File: config.mk
export PLATFORM = sky130hd
export DESIGN_NAME = video_res_detect_flat
export DESIGN_NICKNAME = d
export VERILOG_FILES = /design/src/rtl/video_pkg.sv /design/src/rtl/video_res_detect_if.sv /design/src/rtl/video_frame_filter.sv /design/src/rtl/video_res_detect.sv /design/src/flat_wrapper.sv
export SDC_FILE = /design/constraint.sdc
export NUM_CORES = 1
export LEC_CHECK = 0
export CAP_MARGIN = 30
export CORE_MARGIN = 1.5
export CORE_UTILIZATION = 45
export CTS_CLUSTER_SIZE = 28
export DETAILED_ROUTE_END_ITERATION = 8
export PLACE_DENSITY = 0.74
export SYNTH_ARGS = -nofsm -noshare
export SYNTH_HDL_FRONTEND = slang
export SYNTH_SLANG_ARGS = --single-unit
File: constraint.sdc
create_clock -name CLK_VIDEO -period 4 [get_ports CLK_VIDEO]
set_clock_uncertainty 0.2 [all_clocks]
set_input_delay 0.8 -clock CLK_VIDEO [delete_from_list [all_inputs] [get_ports CLK_VIDEO]]
set_output_delay 0.8 -clock CLK_VIDEO [all_outputs]
set_load 0.005 [all_outputs]
File: src/rtl/video_pkg.sv
// video_pkg: shared geometry types and a saturating counter helper for resolution detection
package video_pkg;
  localparam int DIM_W = 12;
  typedef logic [DIM_W-1:0] dim_t;
  localparam dim_t DIM_MAX = 12'd4095;
  function automatic dim_t sat_inc(input dim_t x);
    return (x == DIM_MAX) ? x : x + 1'b1;
  endfunction
endpackage

File: src/rtl/video_res_detect_if.sv
// video_res_detect_if: pixel stream in, confirmed geometry out
interface video_res_detect_if;
  import video_pkg::*;
  logic CE_PIXEL;
  logic VGA_DE;
  logic VGA_HS;
  logic VGA_VS;
  dim_t hsize;
  dim_t vsize;
  logic valid;
  logic changed;
  modport slave(input CE_PIXEL, VGA_DE, VGA_HS, VGA_VS, output hsize, vsize, valid, changed);
  modport master(output CE_PIXEL, VGA_DE, VGA_HS, VGA_VS, input hsize, vsize, valid, changed);
endinterface

File: src/rtl/video_frame_filter.sv
// video_frame_filter: debounces frame candidates, tracks VS timeout and publishes sizes
module video_frame_filter
  import video_pkg::*;
#(
  parameter int STABLE_FRAMES  = 2,
  parameter int TIMEOUT_CYCLES = 4000000
) (
  input  logic clk,
  input  logic rst_n,
  input  logic strobe,
  input  logic vs_rise,
  input  dim_t cand_h,
  input  dim_t cand_v,
  output dim_t hsize,
  output dim_t vsize,
  output logic valid,
  output logic changed
);
  localparam int TW = $clog2(TIMEOUT_CYCLES + 1);
  localparam logic [TW-1:0] T_MAX = TW'(TIMEOUT_CYCLES);
  dim_t prev_h, prev_v;
  logic [3:0] scnt, scnt_n;
  logic [TW-1:0] tcnt, tcnt_n;
  logic empty, same, publish, timeout;
  always_comb begin
    tcnt_n = vs_rise ? '0 : (tcnt == T_MAX) ? tcnt : tcnt + 1'b1;
    timeout = tcnt_n == T_MAX;
    empty = cand_h == '0 || cand_v == '0;
    same = cand_h == prev_h && cand_v == prev_v;
    scnt_n = empty ? 4'd0 : !same ? 4'd1 : (scnt == 4'd15) ? scnt : scnt + 1'b1;
    publish = strobe && !empty && scnt_n >= 4'(STABLE_FRAMES) &&
              (!valid || cand_h != hsize || cand_v != vsize);
  end
  always_ff @(posedge clk or negedge rst_n)
    if (!rst_n) begin
      tcnt <= '0;
      scnt <= '0;
      prev_h <= '0;
      prev_v <= '0;
      hsize <= '0;
      vsize <= '0;
      valid <= 1'b0;
      changed <= 1'b0;
    end else begin
      tcnt <= tcnt_n;
      changed <= publish;
      // a lost source forces the next confirmed frame to republish
      if (timeout) begin
        valid <= 1'b0;
        scnt <= '0;
      end else if (strobe) begin
        scnt <= scnt_n;
        if (!empty) begin
          prev_h <= cand_h;
          prev_v <= cand_v;
        end
      end
      if (publish) begin
        hsize <= cand_h;
        vsize <= cand_v;
        valid <= 1'b1;
      end
    end
endmodule

File: src/rtl/video_res_detect.sv
// video_res_detect: measures active width/height of the pixel stream and publishes stable sizes
module video_res_detect
  import video_pkg::*;
#(
  parameter int STABLE_FRAMES  = 2,
  parameter int TIMEOUT_CYCLES = 4000000
) (
  input logic CLK_VIDEO,
  input logic RESET_N,
  video_res_detect_if.slave bus
);
  logic de_q, vs_q, seen;
  logic de_fall, vs_rise, line_ok;
  dim_t hcnt, hmax, lcnt, hmax_n, lcnt_n;
  logic unused_hs;
  assign unused_hs = bus.VGA_HS;
  // a line ending on the VS edge itself still belongs to the closing frame
  always_comb begin
    de_fall = bus.CE_PIXEL && de_q && !bus.VGA_DE;
    vs_rise = bus.CE_PIXEL && bus.VGA_VS && !vs_q;
    line_ok = de_fall && hcnt != '0;
    hmax_n = (line_ok && hcnt > hmax) ? hcnt : hmax;
    lcnt_n = line_ok ? sat_inc(lcnt) : lcnt;
  end
  always_ff @(posedge CLK_VIDEO or negedge RESET_N)
    if (!RESET_N) begin
      de_q <= 1'b0;
      vs_q <= 1'b0;
      seen <= 1'b0;
      hcnt <= '0;
      hmax <= '0;
      lcnt <= '0;
    end else if (bus.CE_PIXEL) begin
      de_q <= bus.VGA_DE;
      vs_q <= bus.VGA_VS;
      seen <= seen || vs_rise;
      hcnt <= (vs_rise || de_fall) ? '0 : bus.VGA_DE ? sat_inc(hcnt) : hcnt;
      hmax <= vs_rise ? '0 : hmax_n;
      lcnt <= vs_rise ? '0 : lcnt_n;
    end
  // the first close after reset covers a partial frame and is never offered
  video_frame_filter #(
    .STABLE_FRAMES(STABLE_FRAMES),
    .TIMEOUT_CYCLES(TIMEOUT_CYCLES)
  ) u_filter (
    .clk(CLK_VIDEO),
    .rst_n(RESET_N),
    .strobe(vs_rise && seen),
    .vs_rise(vs_rise),
    .cand_h(hmax_n),
    .cand_v(lcnt_n),
    .hsize(bus.hsize),
    .vsize(bus.vsize),
    .valid(bus.valid),
    .changed(bus.changed)
  );
endmodule
File: src/flat_wrapper.sv
// flat-port wrapper written by rule: the top's interface ports become plain ports
module video_res_detect_flat import video_pkg::*;
#(
  parameter int STABLE_FRAMES  = 2,
  parameter int TIMEOUT_CYCLES = 4000000
)
  (CLK_VIDEO, RESET_N, bus_CE_PIXEL, bus_VGA_DE, bus_VGA_HS, bus_VGA_VS, bus_hsize, bus_vsize, bus_valid, bus_changed);
  video_res_detect_if bus_i ();
  input logic CLK_VIDEO;
  input logic RESET_N;
  input wire logic [$bits(bus_i.CE_PIXEL)-1:0] bus_CE_PIXEL;
  input wire logic [$bits(bus_i.VGA_DE)-1:0] bus_VGA_DE;
  input wire logic [$bits(bus_i.VGA_HS)-1:0] bus_VGA_HS;
  input wire logic [$bits(bus_i.VGA_VS)-1:0] bus_VGA_VS;
  output wire logic [$bits(bus_i.hsize)-1:0] bus_hsize;
  output wire logic [$bits(bus_i.vsize)-1:0] bus_vsize;
  output wire logic [$bits(bus_i.valid)-1:0] bus_valid;
  output wire logic [$bits(bus_i.changed)-1:0] bus_changed;
  assign bus_i.CE_PIXEL = bus_CE_PIXEL;
  assign bus_i.VGA_DE = bus_VGA_DE;
  assign bus_i.VGA_HS = bus_VGA_HS;
  assign bus_i.VGA_VS = bus_VGA_VS;
  assign bus_hsize = bus_i.hsize;
  assign bus_vsize = bus_i.vsize;
  assign bus_valid = bus_i.valid;
  assign bus_changed = bus_i.changed;
  video_res_detect #(.STABLE_FRAMES(STABLE_FRAMES), .TIMEOUT_CYCLES(TIMEOUT_CYCLES)) u_core (.CLK_VIDEO(CLK_VIDEO), .RESET_N(RESET_N), .bus(bus_i));
endmodule
==> reports/summary.txt, run 1 <==
overall routing resource usage: 0.260
CTS buffer count: 17
Worst-Margin Slew: 0.765 ns
routed vias: 6,747
syn nets: 826
vias in the first global route: 6,450
Critical Path RT: 4.09 ns
Critical Path Sink Type: register
Inst Count DP: 1,114
Critical-path top delay cell: or4_1
clock sink count: 115
Clk Latency, worst-skew pair: 0.42 ns
max frequency: 262 MHz
#FFs+latches synth: 115
DR DRC count: 0
FILL cells: 1,440
critical path type: in -> reg
status: finished, final reports clean
CTS H-tree depth: 4
CP Cell Sequence: clkdlybuf4s50_1 -> nand3_1 -> buf_4 -> or4_1 -> mux2i_1 -> xnor2_1 -> o21ai_0 -> nand4bb_1 -> o2111a_2 -> buf_4 -> mux2i_1
Finished Layout Cells: 1,146
count leader, synth: dfrtp_1
R2R Path Start: u_core.hcnt[0]$_DFFE_PN0P_
initial antenna violation count: 0
final hold vios: 0
Initial Utilization: 0.460
area of the mapped netlist: 7300 sq um
Port-buffer cells: 30
Seq/Total Area, Yosys: 0.394
area delta synth->final: 24.3%
Post-synth EDFFs: 0
YS warnings: 0
Post-Synthesis Cells: 802
Final TNS setup: 0 ns
Synth area leaders: dfrtp_1 39%, mux2i_1 5.9%, xnor2_1 4.4%
Die W: 130 microns
Clk pin slew, worst setup/hold paths: 0.05 ns
Pins Over Slew Limit: 0
flop-to-flop setup slack: 0.22 ns
share of the synthesized area in the top cell type: 0.394
proportion of layout cells with a drive suffix above 1: 0.172
period utilisation layout: 0.952
Top FF cell, synth: dfrtp_1
post-synth top area cell: dfrtp_1
total gr overflow: 0
GPL Wtd Cong: 0.940
starting DRC count in detailed routing: 679
via/cell ratio: 5.89
hpwl dp: 15,200 microns
FFs w/ async S/R, synth: 1.00
cell depth of the worst flop-to-flop path: 13
Vert. Die Dim: 130 microns
I/O Pins: 32
Clock Path Buffers: 2
RSZ-0062 raised after global routing: false
Power Density: 462 nW/um^2
Final #Nets: 943
distinct cell type count after synthesis: 75
Max FO, Critical Path: 7
pin count of the biggest net entering global routing: 59
Syn Area/Cell: 9.11 sq um
CTS tree: done
CP arrival: 3.90 ns
Max VDD drop: 0.000411 V
WL final: 20,800 microns
CTS root buf: clkbuf_16
drt pass-1 iters: 6
Setup Viol. Count Final: 0
routed length per instance: 18.2 microns
critical path's largest stage delay: 0.57 ns
die area: 17,000 sq um
Core Area: 15,900 sq um
min-delay worst type: in -> async
Leakage: 3.89 nW
Slew headroom: 0.490
first-pass GRT wire length: 33,800 microns
WHS: 0.270 ns
Final ANT Viol Nets: 0
commonest cells in the synthesized netlist: 115 x dfrtp_1, 78 x nor2_1, 62 x inv_1
RR Endpoint: u_core.u_filter.hsize[9]$_DFFE_PN0P_
Rows: 46
maxcap violations: 0
startpoint types: input port
minimum clock period: 3.81 ns
Antenna Cells: 0
==> worst max-delay path: cells and delay by family <==
kind / cells / cell delay (ns)
simple gates: 3 / 1.02
buf+inv: 3 / 0.91
compound gates: 2 / 0.57
mux: 2 / 0.37
xor+xnor: 1 / 0.19
==> where the power goes <==
part	total, mW	internal [mW]	leakage [nW]	switching (mW)
Sequential	1.52	1.34	1.43	0.183
Clock	1.47	0.936	0.278	0.532
Combinational	1.21	0.535	2.19	0.674
==> sequential cells by signal, indices dropped and copies added, names as in the netlist <==
signal,flops
u_core.de_q,1
u_core.hcnt,12
u_core.hmax,12
u_core.lcnt,12
u_core.seen,1
u_core.u_filter.changed,1
u_core.u_filter.hsize,12
u_core.u_filter.prev_h,12
u_core.u_filter.prev_v,12
u_core.u_filter.scnt,4
u_core.u_filter.tcnt,22
u_core.u_filter.valid,1
u_core.u_filter.vsize,12
u_core.vs_q,1
==> how the worst max path moves through the flow <==
stage | start | end | slack [ns] | cells past startpoint
after floorplan | u_core.hcnt[1]$_DFFE_PN0P_ | u_core.u_filter.vsize[11]$_DFFE_PN0P_ | 0.14 | 15
after global placement | bus_CE_PIXEL | u_core.u_filter.hsize[9]$_DFFE_PN0P_ | -0.30 | 12
after detailed placement | bus_CE_PIXEL | u_core.u_filter.hsize[9]$_DFFE_PN0P_ | -0.30 | 12
after CTS | u_core.hmax[7]$_DFFE_PN0P_ | u_core.u_filter.hsize[9]$_DFFE_PN0P_ | 0.04 | 14
after global routing | u_core.hmax[7]$_DFFE_PN0P_ | u_core.u_filter.hsize[11]$_DFFE_PN0P_ | 0.01 | 14
final | bus_CE_PIXEL | u_core.u_filter.hsize[9]$_DFFE_PN0P_ | 0.19 | 11
==> logic make-up (layout without fill, tap and decap cells) <==
group / after synthesis / count (layout) / share of synthesized area
AND/OR/NAND/NOR: 292 / 292 / 0.220
AO/OA/AOI/OAI: 171 / 171 / 0.153
flip-flops: 115 / 115 / 0.394
buffers and inverters: 102 / 230 / 0.0647
XOR/XNOR: 55 / 55 / 0.0670
multiplexers: 49 / 49 / 0.0697
adder cells (fa/ha/maj): 18 / 18 / 0.0308
==> cell type report <==
type / count / area [sq um] / area share
clock inverter: 10 / 109 / 0.0120
inverter: 62 / 233 / 0.0256
clock buffer: 20 / 457 / 0.0503
tap: 216 / 270 / 0.0298
timing repair buffer: 138 / 1160 / 0.128
sequential: 115 / 2880 / 0.317
multi-input combinational: 585 / 3970 / 0.437
==> routing by layer <==
metal / vias to the layer above / track usage / share of wire
met5: - / 0 / 0
met4: 0 / 0.101 / 0.033
met3: 53 / 0.0570 / 0.071
met2: 325 / 0.405 / 0.46
met1: 3197 / 0.354 / 0.44
li1: 3172 / - / -
==> timing repair <==
| action | in CTS | in global routing |
|---|---|---|
| hold buffers | 0 | 0 |
| gates resized for setup | 0 | 8 |
| setup buffers | 0 | 2 |
| endpoints found under the setup margin | 0 | 26 |
==> stage by stage <==
stage           util  setup slack, ns  instance area, sq um  power [mW]
2_1_floorplan      -            0.143                  7300        2.30
3_3_place_gp   0.533           -0.297                  8470        2.68
3_5_place_dp   0.533           -0.304                  8470        2.70
4_1_cts        0.569           0.0383                  9040        4.19
5_1_grt        0.571           0.0120                  9080        4.42
6_report       0.571            0.190                  9080        4.20
==> layout by cell type, fill, tap and decap left out, types with 5 or more instances in the layout <==
cell type,n
a211oi_1,7
and3_1,15
nor3_1,19
clkdlybuf4s50_1,29
xor2_1,17
buf_4,105
nand3_1,37
xnor2_1,37
o21a_1,5
or3_1,8
a31oi_1,8
mux2i_1,43
nand4_1,26
nand2b_1,11
o21ai_0,39
and2_1,5
dfrtp_1,114
a21oi_1,45
clkinv_2,5
clkbuf_16,17
and4_1,7
nor4_1,18
o22ai_1,11
nand2_1,32
nor2_1,77
o2111ai_1,6
ha_1,18
inv_1,61
or4_1,8
o31ai_1,9
Power figures use the tool's default switching activity.
==> run 2, diff against run 1 <==
ABC_CLOCK_PERIOD_IN_PS = 4000   (was unset)
CORE_UTILIZATION = 35   (was 45)
PLACE_DENSITY = 0.62   (was 0.74)
==> reports/summary.txt, run 2 (synthesis results as in run 1) <==
Port-buffer cells: 30 (unchanged)
Initial Utilization: 0.359 (was 0.460)
CTS H-tree depth: 4 (unchanged)
Slew headroom: 0.601 (was 0.490)
Buffers & Inverters on Critical Path: 3 (unchanged)
Die W: 147 microns (was 130 microns)
total gr overflow: 0 (unchanged)
commonest non-fill, non-tap cell in the layout: dfrtp_1 (unchanged)
proportion of layout cells with a drive suffix above 1: 0.173 (was 0.172)
Power Density: 483 nW/um^2 (was 462 nW/um^2)
Final #Nets: 945 (was 943)
via/cell ratio: 5.50 (was 5.89)
Clk pin slew, worst setup/hold paths: 0.06 ns (was 0.05 ns)
design area: 9250 sq um (was 9080 sq um)
Critical Path RT: 4.11 ns (was 4.09 ns)
Pins Over Slew Limit: 0 (unchanged)
die area: 21,700 sq um (was 17,000 sq um)
routed length per instance: 17.9 microns (was 18.2 microns)
GPL Wtd Cong: 0.911 (was 0.940)
final worst slack: 0.107 ns (was 0.190 ns)
overall routing resource usage: 0.205 (was 0.260)
Antenna Cells: 0 (unchanged)
Largest delay share family, worst path: compound AO/OA/AOI/OAI gates (was simple AND/OR/NAND/NOR gates)
Rows: 52 (was 46)
Critical Path Sink Type: register (unchanged)
Max VDD drop: 0.000337 V (was 0.000411 V)
max frequency: 257 MHz (was 262 MHz)
Setup Viol. Count Final: 0 (unchanged)
Vert. Die Dim: 147 microns (was 130 microns)
hpwl dp: 16,200 microns (was 15,200 microns)
Worst path most repeated cell: buf_4
DR DRC count: 0 (unchanged)
CTS buffer count: 17 (unchanged)
first-pass GRT wire length: 34,600 microns (was 33,800 microns)
critical path's largest stage delay: 0.45 ns (was 0.57 ns)
Core Area: 20,400 sq um (was 15,900 sq um)
Post-Place Setup Slack: -0.260 ns (was -0.304 ns)
WL final: 21,500 microns (was 20,800 microns)
WHS: 0.280 ns (was 0.270 ns)
dpl cell area: 8540 sq um (was 8470 sq um)
starting DRC count in detailed routing: 593 (was 679)
Leakage: 3.93 nW (was 3.89 nW)
pin count of the biggest net entering global routing: 65 (was 59)
maxcap violations: 0 (unchanged)
max reg flops: 22 (unchanged)
I/O Pins: 32 (unchanged)
Critical-path top delay cell: a2111oi_0 (was or4_1)
clock sink count: 115 (unchanged)
total power: 4.46 mW (was 4.20 mW)
initial antenna violation count: 0 (unchanged)
routed vias: 6,615 (was 6,747)
CTS root buf: clkbuf_16 (unchanged)
startpoint types: register (was input port)
period utilisation layout: 0.973 (was 0.952)
critical path type: reg -> reg (was in -> reg)
fin util: 0.454 (was 0.571)
Worst-Margin Slew: 0.599 ns (was 0.765 ns)
FILL cells: 1,952 (was 1,440)
minimum clock period: 3.89 ns (was 3.81 ns)
vias in the first global route: 6,346 (was 6,450)
Max FO, Critical Path: 5 (was 7)
CP Cell Sequence: inv_1 -> ha_1 -> nand4_1 -> a311o_1 -> o2111a_2 -> nor2_8 -> buf_4 -> o32ai_1 -> a2111oi_0 -> nand4bb_1 -> o2111a_1 -> buf_4 -> mux2_1 (was clkdlybuf4s50_1 -> nand3_1 -> buf_4 -> or4_1 -> mux2i_1 -> xnor2_1 -> o21ai_0 -> nand4bb_1 -> o2111a_2 -> buf_4 -> mux2i_1)
CTS tree: done (unchanged)
most frequent cells in the layout: 115 x dfrtp_1, 105 x buf_4, 77 x nor2_1 (was 114 x dfrtp_1, 105 x buf_4, 77 x nor2_1)
final hold vios: 0 (unchanged)
drt pass-1 iters: 5 (was 6)
status: finished, final reports clean (unchanged)
Biggest register: u_core.u_filter.tcnt (unchanged)
Clock Path Buffers: 2 (unchanged)
CP arrival: 4.00 ns (was 3.90 ns)
Clk Latency, worst-skew pair: 0.43 ns (was 0.42 ns)
Final ANT Viol Nets: 0 (unchanged)
area delta synth->final: 26.6% (was 24.3%)
RSZ-0062 raised after global routing: false (unchanged)
min-delay worst type: reg -> reg (was in -> async)
run 2: worst register-to-register path: cells and delay by family (launching register included):
kind,cells,cell delay [ns]
adders and majority gates,1,0.34
muxes,1,0.32
DFF,1,0.40
buffers and inverters,3,0.47
and+or+nand+nor,3,0.57
AOI/OAI and AO/OA,5,1.47
run 2: stage by stage:
stage / setup TNS, ns / cells
4_1_cts: 0 / 1200
2_1_floorplan: 0 / 802
6_report: 0 / 1203
3_3_place_gp: -4.81 / 1168
3_5_place_dp: -5.29 / 1168
5_1_grt: 0 / 1203
run 2: layout make-up:
cell class              instances  area [sq um]  area share
multi-input cells             586          3990       0.431
inverters                      62           233      0.0252
well taps                     270           338      0.0365
flip-flops and latches        115          2880       0.311
clock inverters                14           226      0.0245
repair buffers                139          1160       0.125
clock buffers                  17           425      0.0460
run 2: power by group:
group,leakage (nW),internal (mW),switching (mW)
Sequential,1.43,1.33,0.184
Clock,0.311,1.11,0.598
Combinational,2.19,0.554,0.679
run 2: path summary, 6_finish.rpt:
| check | start | end | slack, ns | cells past startpoint |
|---|---|---|---|---|
| min in group asynchronous | RESET_N | u_core.u_filter.prev_v[4]$_DFFE_PN0P_ | 0.55 | 2 |
| worst max-delay path | u_core.hmax[7]$_DFFE_PN0P_ | u_core.u_filter.vsize[2]$_DFFE_PN0P_ | 0.11 | 13 |
| worst max register to register | u_core.hmax[7]$_DFFE_PN0P_ | u_core.u_filter.vsize[2]$_DFFE_PN0P_ | 0.11 | 13 |
| worst min register to register | u_core.seen$_DFFE_PN0P_ | u_core.seen$_DFFE_PN0P_ | 0.28 | 1 |
| max in group asynchronous | RESET_N | u_core.u_filter.tcnt[6]$_DFF_PN0_ | 2.23 | 3 |
| worst min-delay path | u_core.seen$_DFFE_PN0P_ | u_core.seen$_DFFE_PN0P_ | 0.28 | 1 |
run 2: metal layers:
layer / global-route usage / routed length, microns / up-vias
li1: - / - / 3187
met1: 0.284 / 9960 / 3207
met2: 0.312 / 9890 / 183
met3: 0.0432 / 1080 / 38
met4: 0.0885 / 609 / 0
met5: 0 / 0 / -
run 2: repair_timing:
item,4_1_cts,5_1_grt
resized for setup,0,5
setup buffers,0,2
hold buffers,1,0
endpoints found under the hold margin,6,0
setup endpoints to repair,0,27
==> run 3, diff against run 2 <==
--- a/config.mk
+++ b/config.mk
@@ -10,6 +10,5 @@
 export CORE_MARGIN = 1.5
-export CORE_UTILIZATION = 35
-export CTS_CLUSTER_SIZE = 28
+export CORE_UTILIZATION = 45
 export DETAILED_ROUTE_END_ITERATION = 8
-export PLACE_DENSITY = 0.62
+export PLACE_DENSITY = 0.74
 export SYNTH_ARGS = -nofsm -noshare
--- a/constraint.sdc
+++ b/constraint.sdc
@@ -4,2 +4,2 @@
 set_output_delay 0.8 -clock CLK_VIDEO [all_outputs]
-set_load 0.005 [all_outputs]
+set_load 0.05 [all_outputs]
==> results of run 3 <==
Same layout as run 1: the final DEF is identical, and so are final timing and power.
